--- src/rtl/matriz_pkg.sv ---
// matriz_streamer shared types and defaults.
// Matrix geometry and the scan FSM state encoding.
package matriz_pkg;

    localparam int DIM = 8;
    localparam int DATA_W = 32;

    typedef enum logic [2:0] {
        IDLE,
        FETCH,
        LOAD,
        SEND,
        FIN
    } state_t;

endpackage

--- src/rtl/matriz_streamer_if.sv ---
// Matrix read port plus valid/ready output stream.
// master = streamer side, slave = memory/consumer side.
interface matriz_streamer_if #(
    parameter int DIM = matriz_pkg::DIM,
    parameter int DATA_W = matriz_pkg::DATA_W
);

    localparam int AW = $clog2(DIM);

    logic              rd_en;
    logic [AW-1:0]     rd_row;
    logic [AW-1:0]     rd_col;
    logic [DATA_W-1:0] rd_data;

    logic              out_valid;
    logic              out_ready;
    logic [DATA_W-1:0] out_data;
    logic [AW-1:0]     out_row;
    logic [AW-1:0]     out_col;
    logic              out_last;

    modport master (
        output rd_en, rd_row, rd_col,
        input  rd_data,
        output out_valid, out_data, out_row, out_col, out_last,
        input  out_ready
    );

    modport slave (
        input  rd_en, rd_row, rd_col,
        output rd_data,
        input  out_valid, out_data, out_row, out_col, out_last,
        output out_ready
    );

endinterface

--- src/rtl/matriz_addr_counter.sv ---
// Row-major (row, col) address walker.
// col runs fastest; last flags cell (DIM-1, DIM-1).
module matriz_addr_counter #(
    parameter int DIM = matriz_pkg::DIM
) (
    input  logic                   clk,
    input  logic                   reset,
    input  logic                   clear,
    input  logic                   advance,
    output logic [$clog2(DIM)-1:0] row,
    output logic [$clog2(DIM)-1:0] col,
    output logic                   last
);

    localparam int AW = $clog2(DIM);
    localparam logic [AW-1:0] MAX = AW'(DIM - 1);

    // step col, wrapping into the next row
    always_ff @(posedge clk) begin
        if (!reset) begin
            row <= '0;
            col <= '0;
        end else if (clear) begin
            row <= '0;
            col <= '0;
        end else if (advance) begin
            if (col == MAX) begin
                col <= '0;
                row <= (row == MAX) ? '0 : row + AW'(1);
            end else begin
                col <= col + AW'(1);
            end
        end
    end

    assign last = (row == MAX) && (col == MAX);

endmodule

--- src/rtl/matriz_streamer.sv ---
// Scans a DIM x DIM matrix cell by cell and streams
// each value with its address over a valid/ready port.
module matriz_streamer #(
    parameter int DIM = matriz_pkg::DIM,
    parameter int DATA_W = matriz_pkg::DATA_W
) (
    input  logic                           clk,
    input  logic                           reset,
    input  logic                           start,
    matriz_streamer_if.master              bus,
    output logic                           busy,
    output logic                           done,
    output logic [$clog2(DIM*DIM+1)-1:0]   nz_count
);

    import matriz_pkg::*;

    localparam int AW = $clog2(DIM);
    localparam int NW = $clog2(DIM * DIM + 1);
    localparam logic [AW-1:0] MAX = AW'(DIM - 1);

    state_t state;
    state_t state_nx;

    logic clear;
    logic advance;
    logic load;

    logic [AW-1:0] row;
    logic [AW-1:0] col;
    logic          last;

    logic [DATA_W-1:0] data_q;
    logic [AW-1:0]     row_q;
    logic [AW-1:0]     col_q;
    logic [NW-1:0]     nz_q;

    matriz_addr_counter #(
        .DIM(DIM)
    ) u_addr (
        .clk    (clk),
        .reset  (reset),
        .clear  (clear),
        .advance(advance),
        .row    (row),
        .col    (col),
        .last   (last)
    );

    // state register
    always_ff @(posedge clk) begin
        if (!reset) begin
            state <= IDLE;
        end else begin
            state <= state_nx;
        end
    end

    // next state and per-cycle strobes
    always_comb begin
        state_nx = state;
        clear    = 1'b0;
        advance  = 1'b0;
        load     = 1'b0;
        unique case (state)
            IDLE: begin
                if (start) begin
                    clear    = 1'b1;
                    state_nx = FETCH;
                end
            end
            FETCH: begin
                state_nx = LOAD;
            end
            LOAD: begin
                load     = 1'b1;
                state_nx = SEND;
            end
            SEND: begin
                if (bus.out_ready) begin
                    if (last) begin
                        state_nx = FIN;
                    end else begin
                        advance  = 1'b1;
                        state_nx = FETCH;
                    end
                end
            end
            FIN: begin
                state_nx = IDLE;
            end
            default: begin
                state_nx = IDLE;
            end
        endcase
    end

    // beat payload capture and nonzero tally
    always_ff @(posedge clk) begin
        if (!reset) begin
            data_q <= '0;
            row_q  <= '0;
            col_q  <= '0;
            nz_q   <= '0;
        end else begin
            if (clear) begin
                nz_q <= '0;
            end
            if (load) begin
                data_q <= bus.rd_data;
                row_q  <= row;
                col_q  <= col;
                if (bus.rd_data != '0) begin
                    nz_q <= nz_q + NW'(1);
                end
            end
        end
    end

    assign bus.rd_en     = (state == FETCH);
    assign bus.rd_row    = row;
    assign bus.rd_col    = col;
    assign bus.out_valid = (state == SEND);
    assign bus.out_data  = data_q;
    assign bus.out_row   = row_q;
    assign bus.out_col   = col_q;
    assign bus.out_last  = (state == SEND)
                         && (row_q == MAX)
                         && (col_q == MAX);

    assign busy     = (state != IDLE);
    assign done     = (state == FIN);
    assign nz_count = nz_q;

endmodule

--- src/flat_wrapper.sv ---
// flat-port wrapper written by rule: the top's interface ports become plain ports
module matriz_streamer_flat import matriz_pkg::*;
#(
    parameter int DIM = matriz_pkg::DIM,
    parameter int DATA_W = matriz_pkg::DATA_W
)
  (clk, reset, start, busy, done, nz_count, bus_rd_en, bus_rd_row, bus_rd_col, bus_rd_data, bus_out_valid, bus_out_data, bus_out_row, bus_out_col, bus_out_last, bus_out_ready);
  matriz_streamer_if #(.DIM(DIM), .DATA_W(DATA_W)) bus_i ();
  input  logic clk;
  input  logic reset;
  input  logic start;
  output logic busy;
  output logic done;
  output logic [$clog2(DIM*DIM+1)-1:0] nz_count;
  output wire logic [$bits(bus_i.rd_en)-1:0] bus_rd_en;
  output wire logic [$bits(bus_i.rd_row)-1:0] bus_rd_row;
  output wire logic [$bits(bus_i.rd_col)-1:0] bus_rd_col;
  input wire logic [$bits(bus_i.rd_data)-1:0] bus_rd_data;
  output wire logic [$bits(bus_i.out_valid)-1:0] bus_out_valid;
  output wire logic [$bits(bus_i.out_data)-1:0] bus_out_data;
  output wire logic [$bits(bus_i.out_row)-1:0] bus_out_row;
  output wire logic [$bits(bus_i.out_col)-1:0] bus_out_col;
  output wire logic [$bits(bus_i.out_last)-1:0] bus_out_last;
  input wire logic [$bits(bus_i.out_ready)-1:0] bus_out_ready;
  assign bus_rd_en = bus_i.rd_en;
  assign bus_rd_row = bus_i.rd_row;
  assign bus_rd_col = bus_i.rd_col;
  assign bus_i.rd_data = bus_rd_data;
  assign bus_out_valid = bus_i.out_valid;
  assign bus_out_data = bus_i.out_data;
  assign bus_out_row = bus_i.out_row;
  assign bus_out_col = bus_i.out_col;
  assign bus_out_last = bus_i.out_last;
  assign bus_i.out_ready = bus_out_ready;
  matriz_streamer #(.DIM(DIM), .DATA_W(DATA_W)) u_core (.clk(clk), .reset(reset), .start(start), .bus(bus_i), .busy(busy), .done(done), .nz_count(nz_count));
endmodule
--- config.mk ---
export PLATFORM = sky130hd
export DESIGN_NAME = matriz_streamer_flat
export DESIGN_NICKNAME = d
export VERILOG_FILES = /design/src/rtl/matriz_pkg.sv /design/src/rtl/matriz_streamer_if.sv /design/src/rtl/matriz_addr_counter.sv /design/src/rtl/matriz_streamer.sv /design/src/flat_wrapper.sv
export SDC_FILE = /design/constraint.sdc
export NUM_CORES = 1
export LEC_CHECK = 0
export BUFFER_PORTS_ARGS = -buffer_cell sky130_fd_sc_hd__buf_2
export CAP_MARGIN = 20
export CORE_AREA = 2 2 72 74
export DETAILED_ROUTE_END_ITERATION = 8
export DIE_AREA = 0 0 74 76
export PLACE_DENSITY = 0.77
export SLEW_MARGIN = 20
export SYNTH_ARGS = -nofsm -noshare
export SYNTH_HDL_FRONTEND = slang
export SYNTH_SLANG_ARGS = --single-unit
export TNS_END_PERCENT = 100
--- constraint.sdc ---
create_clock -name clk -period 1.9 [get_ports clk]
set_input_delay 0.095 -clock clk [delete_from_list [all_inputs] [get_ports clk]]
set_output_delay 0.095 -clock clk [all_outputs]
set_load 0.05 [all_outputs]
# Word level (Yosys, flattened, before mapping)
# Cells that the tools add are included.
dict set report totals {
  register_bits 54
  input_bits 36
  output_inout_bits 56
}
dict set report op_classes {
  n_bitwise 1
  muxes 15
  reduce_logical 9
  n_eq_ne 10
  add_sub_neg 3
}
# cell count
set ops {}
lappend ops {{$reduce_bool 32->1} 1}
lappend ops {{$mux 7} 3}
lappend ops {{$eq 3x3->1 const B} 5}
lappend ops {{$mux 3} 5}
lappend ops {{$pmux 3 s4} 1}
lappend ops {{$add 7x1->7 const B} 1}
lappend ops {{$add 3x1->3 const B} 2}
lappend ops {{$eq 3x2->1 const B} 2}
lappend ops {{$mux 1} 6}
lappend ops {{$reduce_and 2->1} 2}
lappend ops {{$eq 3x1->1 const B} 1}
lappend ops {{$logic_and 1x1->1} 3}
lappend ops {{$logic_not 3->1} 1}
lappend ops {{$reduce_bool 3->1} 1}
lappend ops {{$ne 2x1->1 const B} 1}
lappend ops {{$ne 2x2->1 const B} 1}
lappend ops {{$reduce_or 2->1} 1}
lappend ops {{$not 1->1} 1}

# Logic depth before layout (Yosys ltp)
dict set report depth {
  ltp_word 6
  ltp_mapped 6
}

# Modules after synthesis
# Synthesis repeated with hierarchy kept, for this count alone.
dict set report hier_totals {
  cells_unflattened 275
  area_unflattened_um2 2387.3
}
# module cells_each n_inst area_each_um2
set by_module_without_submodules {}
lappend by_module_without_submodules {matriz_streamer 244 1 2067.0}
lappend by_module_without_submodules {matriz_addr_counter 31 1 320.3}

# Least setup slack after synthesis
# Ideal clock, no wire load.
dict set report synth_timing {
  path_type {reg-to-output}
  start {register u_core.row_q[1] (netlist: u_core.bus.out_row[1])}
  end {output bus_out_last}
  path_buffers 0
  path_slack_ns -0.442
  path_stages_with_launch 3
  arrival_ns 2.247
  cell_sequence {dfxtp_1 -> nand4_1 -> nor4_1}
}
dict set report synth_via {
  elab_chain_cells 3
}
# item line_no
set synth_lines {}
lappend synth_lines {{start, declared} matriz_streamer.sv:34} ;# logic [AW-1:0] row_q;
lappend synth_lines {{start signal, assigned} matriz_streamer.sv:111} ;# row_q <= row;
lappend synth_lines {{$eq 3x3->1} matriz_streamer.sv:128} ;# && (row_q == MAX)
lappend synth_lines {{$logic_and 1x1->1} matriz_streamer.sv:128}
lappend synth_lines {{$logic_and 1x1->1} matriz_streamer.sv:129} ;# && (col_q == MAX);
lappend synth_lines {{end, declared} flat_wrapper.sv:23} ;# output wire logic [$bits(bus_i.out_last)-1:0] bus_out_last;
# Every way passes these cells.

# Worst setup path in the final report
dict set report layout_timing {
  start {register u_core.state[0]}
  end {output bus_out_last}
}
dict set report layout_via {
  elab_chain_cells 3
}
# item line_no
set layout_lines {}
lappend layout_lines {{start, declared} matriz_streamer.sv:22} ;# state_t state;
lappend layout_lines {{start signal, assigned} matriz_streamer.sv:55} ;# state <= state_nx;
lappend layout_lines {{$eq 3x2->1} matriz_streamer.sv:127} ;# assign bus.out_last = (state == SEND)
lappend layout_lines {{$logic_and 1x1->1} matriz_streamer.sv:128}
lappend layout_lines {{$logic_and 1x1->1} matriz_streamer.sv:129}
# Every way passes these cells.

==> metrics <==
number of nets produced by synthesis=313; vias after detailed routing=about 2100; area growth from synthesis to final layout=28.1%; Flop pwr share=49.9%; tightest hold margin=about 32 ps; number of stages on the worst hold path=3; Core Area=approximately 4900 um^2; proportion of layout cells with a drive suffix above 1=between 30 and 40%; maximum VDD drop=around 0.44 mV; area of the mapped netlist=between 2000 and 2500 um^2; drt pass-1 iters=4; Congestion Overflow GR=0; Die Footprint=5620 um^2; Setup Total Neg Slack=0 ps; number of port buffers=91; Hold Fails Final Rpt=0; Initial DRC Count=90; via count of the first global-routing pass=between 1500 and 2000; leading cell type in the layout, fill and taps excluded=sky130_fd_sc_hd__nand2_1; setup repair bufs after CTS=0; data arrival time of the critical path=1550 ps; Max Slew Vio Count=0; first-pass GRT wire length=approximately 8000 um; register bit total from synthesis=54; number of placement rows=26; number of inserted filler cells in the final layout=459; H-tree levels=2; Antenna Violating Nets Remaining=0; Non-Filler Instances=between 400 and 500; post-layout minimum cycle time=roughly 1600 ps; die extent in x=between 70 and 80 um; Final #Nets=approximately 400; critical setup path kind=flip-flop to output port; ratio of total power to cell area=852 nW/um^2; Finish-stage setup viols=0; number of inserted diodes=0; average wire per standard cell=approximately 12 um; reported leakage power=about 1.3 nW; leading cell types in the layout, fill and taps excluded=sky130_fd_sc_hd__nand2_1, sky130_fd_sc_hd__buf_2, sky130_fd_sc_hd__dfxtp_1, sky130_fd_sc_hd__a21oi_1; buffer type at the clock tree root=sky130_fd_sc_hd__clkbuf_8; half-perimeter wire length after placement=3890 um; All-Layer GR Usage=18.2%; Logic pwr share=a little under 20%; initial cell density of the core=roughly 45%; dominant cell type by area after synthesis=sky130_fd_sc_hd__dfxtp_1; via density per instance=between 4 and 5; cell internal power dissipation=between 1.5 and 2 mW; required arrival time at the worst endpoint=between 1500 and 2000 ps; post-synth top area share=roughly half; DRC errors left=0; Post-Synthesis Cells=between 200 and 300; number of instances resized during post-cts repair=0; status=completed; slew at the pin with the worst max-slew slack=between 500 and 600 ps; top achievable clock speed=roughly 600 MHz; Reg clk slew, reported paths=around 100 ps; clock latency of the later-clocked register in the worst-skew pair=approximately 300 ps; per-instance average area after synthesis=between 8 and 9 um^2; initial antenna violation count=0; number of hold buffers added after cts=0; top post-synthesis cells by area=sky130_fd_sc_hd__dfxtp_1, sky130_fd_sc_hd__nand2_1, sky130_fd_sc_hd__a21oi_1; maximum capacitance violations=0; Total Routed Length=about 5300 um; post-synthesis sequential area ratio=approximately 48%; io pins=just over 90; R2R cell count=5; switching fraction of total power=between 20 and 30%; TritonCTS Buffers=5; min-delay worst type=primary input to flip-flop; setup repair after global routing missed its margin=no; clk sinks=54; Startpoint Class=flip-flop; count of synthesis-stage warnings from yosys=0; headroom to the max-slew limit=between 60% and 70%; library cells used by synthesis=30; final estimated routing congestion in global placement=between 0.7 and 0.8; Critical Path Fanout Max=8; maximum number of pins on one net before global-route repair=42; TritonCTS clock tree=yes; category of the worst setup path capture point=output port; Placed Cells incl. Taps=around 420; chip height=76 um; maximum buffer depth of the clock tree=2; period utilisation layout=about 86%; switching power summed over all nets=approximately 730 uW; reg-to-reg slack, setup=~330 ps; Post-Route Skew=approximately 9.4 ps; portion of total power attributed to the clock network=between 30% and 40%
critical path, cell delays in order, from the launching register on:
cell,delay [ps]
sky130_fd_sc_hd__dfxtp_1,500
sky130_fd_sc_hd__nand2_1,160
sky130_fd_sc_hd__nor4_2,280
sky130_fd_sc_hd__buf_2,310
path summary, 6_finish.rpt:
check                                            start                              endpoint
hold / removal                         bus_rd_data[20]  u_core.bus.out_data[20]$_SDFFE_PN0N_
hold reg to reg   u_core.bus.out_data[27]$_SDFFE_PN0N_  u_core.bus.out_data[27]$_SDFFE_PN0N_
setup reg to reg     u_core.u_addr.row[0]$_SDFFE_PP0P_     u_core.u_addr.row[2]$_SDFFE_PP0P_
setup / recovery          u_core.state[0]$_SDFFE_PN0P_                          bus_out_last
routing by layer:
metal  track usage (%)  part of all wire, %
met5                 0                    0
met2              31.3                   50
met3              4.37                  5.1
met4              6.55                  1.5
met1              21.6                   43
Yosys cell counts:
library cell	number
sky130_fd_sc_hd__inv_1	1
sky130_fd_sc_hd__o21a_1	2
sky130_fd_sc_hd__xnor2_1	3
sky130_fd_sc_hd__buf_6	2
sky130_fd_sc_hd__nor4b_1	2
sky130_fd_sc_hd__nor3b_1	1
sky130_fd_sc_hd__nand3_1	4
sky130_fd_sc_hd__mux2i_1	10
sky130_fd_sc_hd__nor3_1	4
sky130_fd_sc_hd__xor2_1	1
sky130_fd_sc_hd__clkbuf_1	9
sky130_fd_sc_hd__nor3b_2	1
sky130_fd_sc_hd__nor2_1	10
sky130_fd_sc_hd__ha_1	5
sky130_fd_sc_hd__o21ai_0	2
sky130_fd_sc_hd__nand2_1	93
sky130_fd_sc_hd__buf_4	1
sky130_fd_sc_hd__nor4_1	11
sky130_fd_sc_hd__buf_2	3
sky130_fd_sc_hd__a211o_1	1
sky130_fd_sc_hd__nor4b_4	1
sky130_fd_sc_hd__o21ai_4	1
sky130_fd_sc_hd__or3b_1	1
sky130_fd_sc_hd__nand2b_1	1
sky130_fd_sc_hd__inv_2	1
sky130_fd_sc_hd__and2_1	1
sky130_fd_sc_hd__nand4_1	3
sky130_fd_sc_hd__dfxtp_1	54
sky130_fd_sc_hd__a21oi_1	42
sky130_fd_sc_hd__nand3_2	1
registers in the layout, summed over array words and instances (netlist names):
signal and count:
u_core.bus.out_col 3, u_core.bus.out_data 32, u_core.bus.out_row 3, u_core.nz_count 7, u_core.state 3, u_core.u_addr.col 3, u_core.u_addr.row 3
cell type report:
cell class | count | area [um^2] | share of cell area [%]
clock inverters | 1 | 30.0 | 1.05
flip-flops and latches | 54 | 1080 | 37.8
well taps | 70 | 87.6 | 3.06
inverters | 2 | 7.51 | 0.262
multi-input cells | 201 | 1080 | 37.7
repair buffers | 97 | 500 | 17.5
clock buffers | 7 | 76.3 | 2.67
power groups by stage:
stage               Combinational, mW  Sequential (mW)  Clock, mW
finish                          0.478             1.22      0.742
global route                    0.513             1.22      0.801
CTS                             0.482             1.22      0.765
detailed placement              0.481             1.24          0
global placement                0.478             1.24          0
floorplan                       0.196             1.39          0
stage by stage:
| stage | worst slack [ps] | util [%] | area, um^2 | power (mW) |
|---|---|---|---|---|
| final | 257 | 58.2 | 2860 | 2.44 |
| after floorplan | 72.3 | - | 2240 | 1.59 |
| after CTS | 222 | 58.2 | 2860 | 2.46 |
| after global placement | 398 | 56.1 | 2750 | 1.72 |
| after global routing | 83.4 | 58.2 | 2860 | 2.54 |
| after detailed placement | 333 | 56.1 | 2750 | 1.72 |
kinds of logic (layout without fill, tap and decap cells):
kind of cell	Yosys count	count (layout)	share of synthesized area, %
adders and majority gates	5	5	2.80
and+or+nand+nor	134	134	27.2
muxes	10	10	4.48
buffers and inverters	17	107	3.87
DFF	54	54	48.4
AOI/OAI and AO/OA	48	48	11.7
xor gates and xnor gates	4	4	1.57
Note: power is estimated with default switching activity, not from simulation.
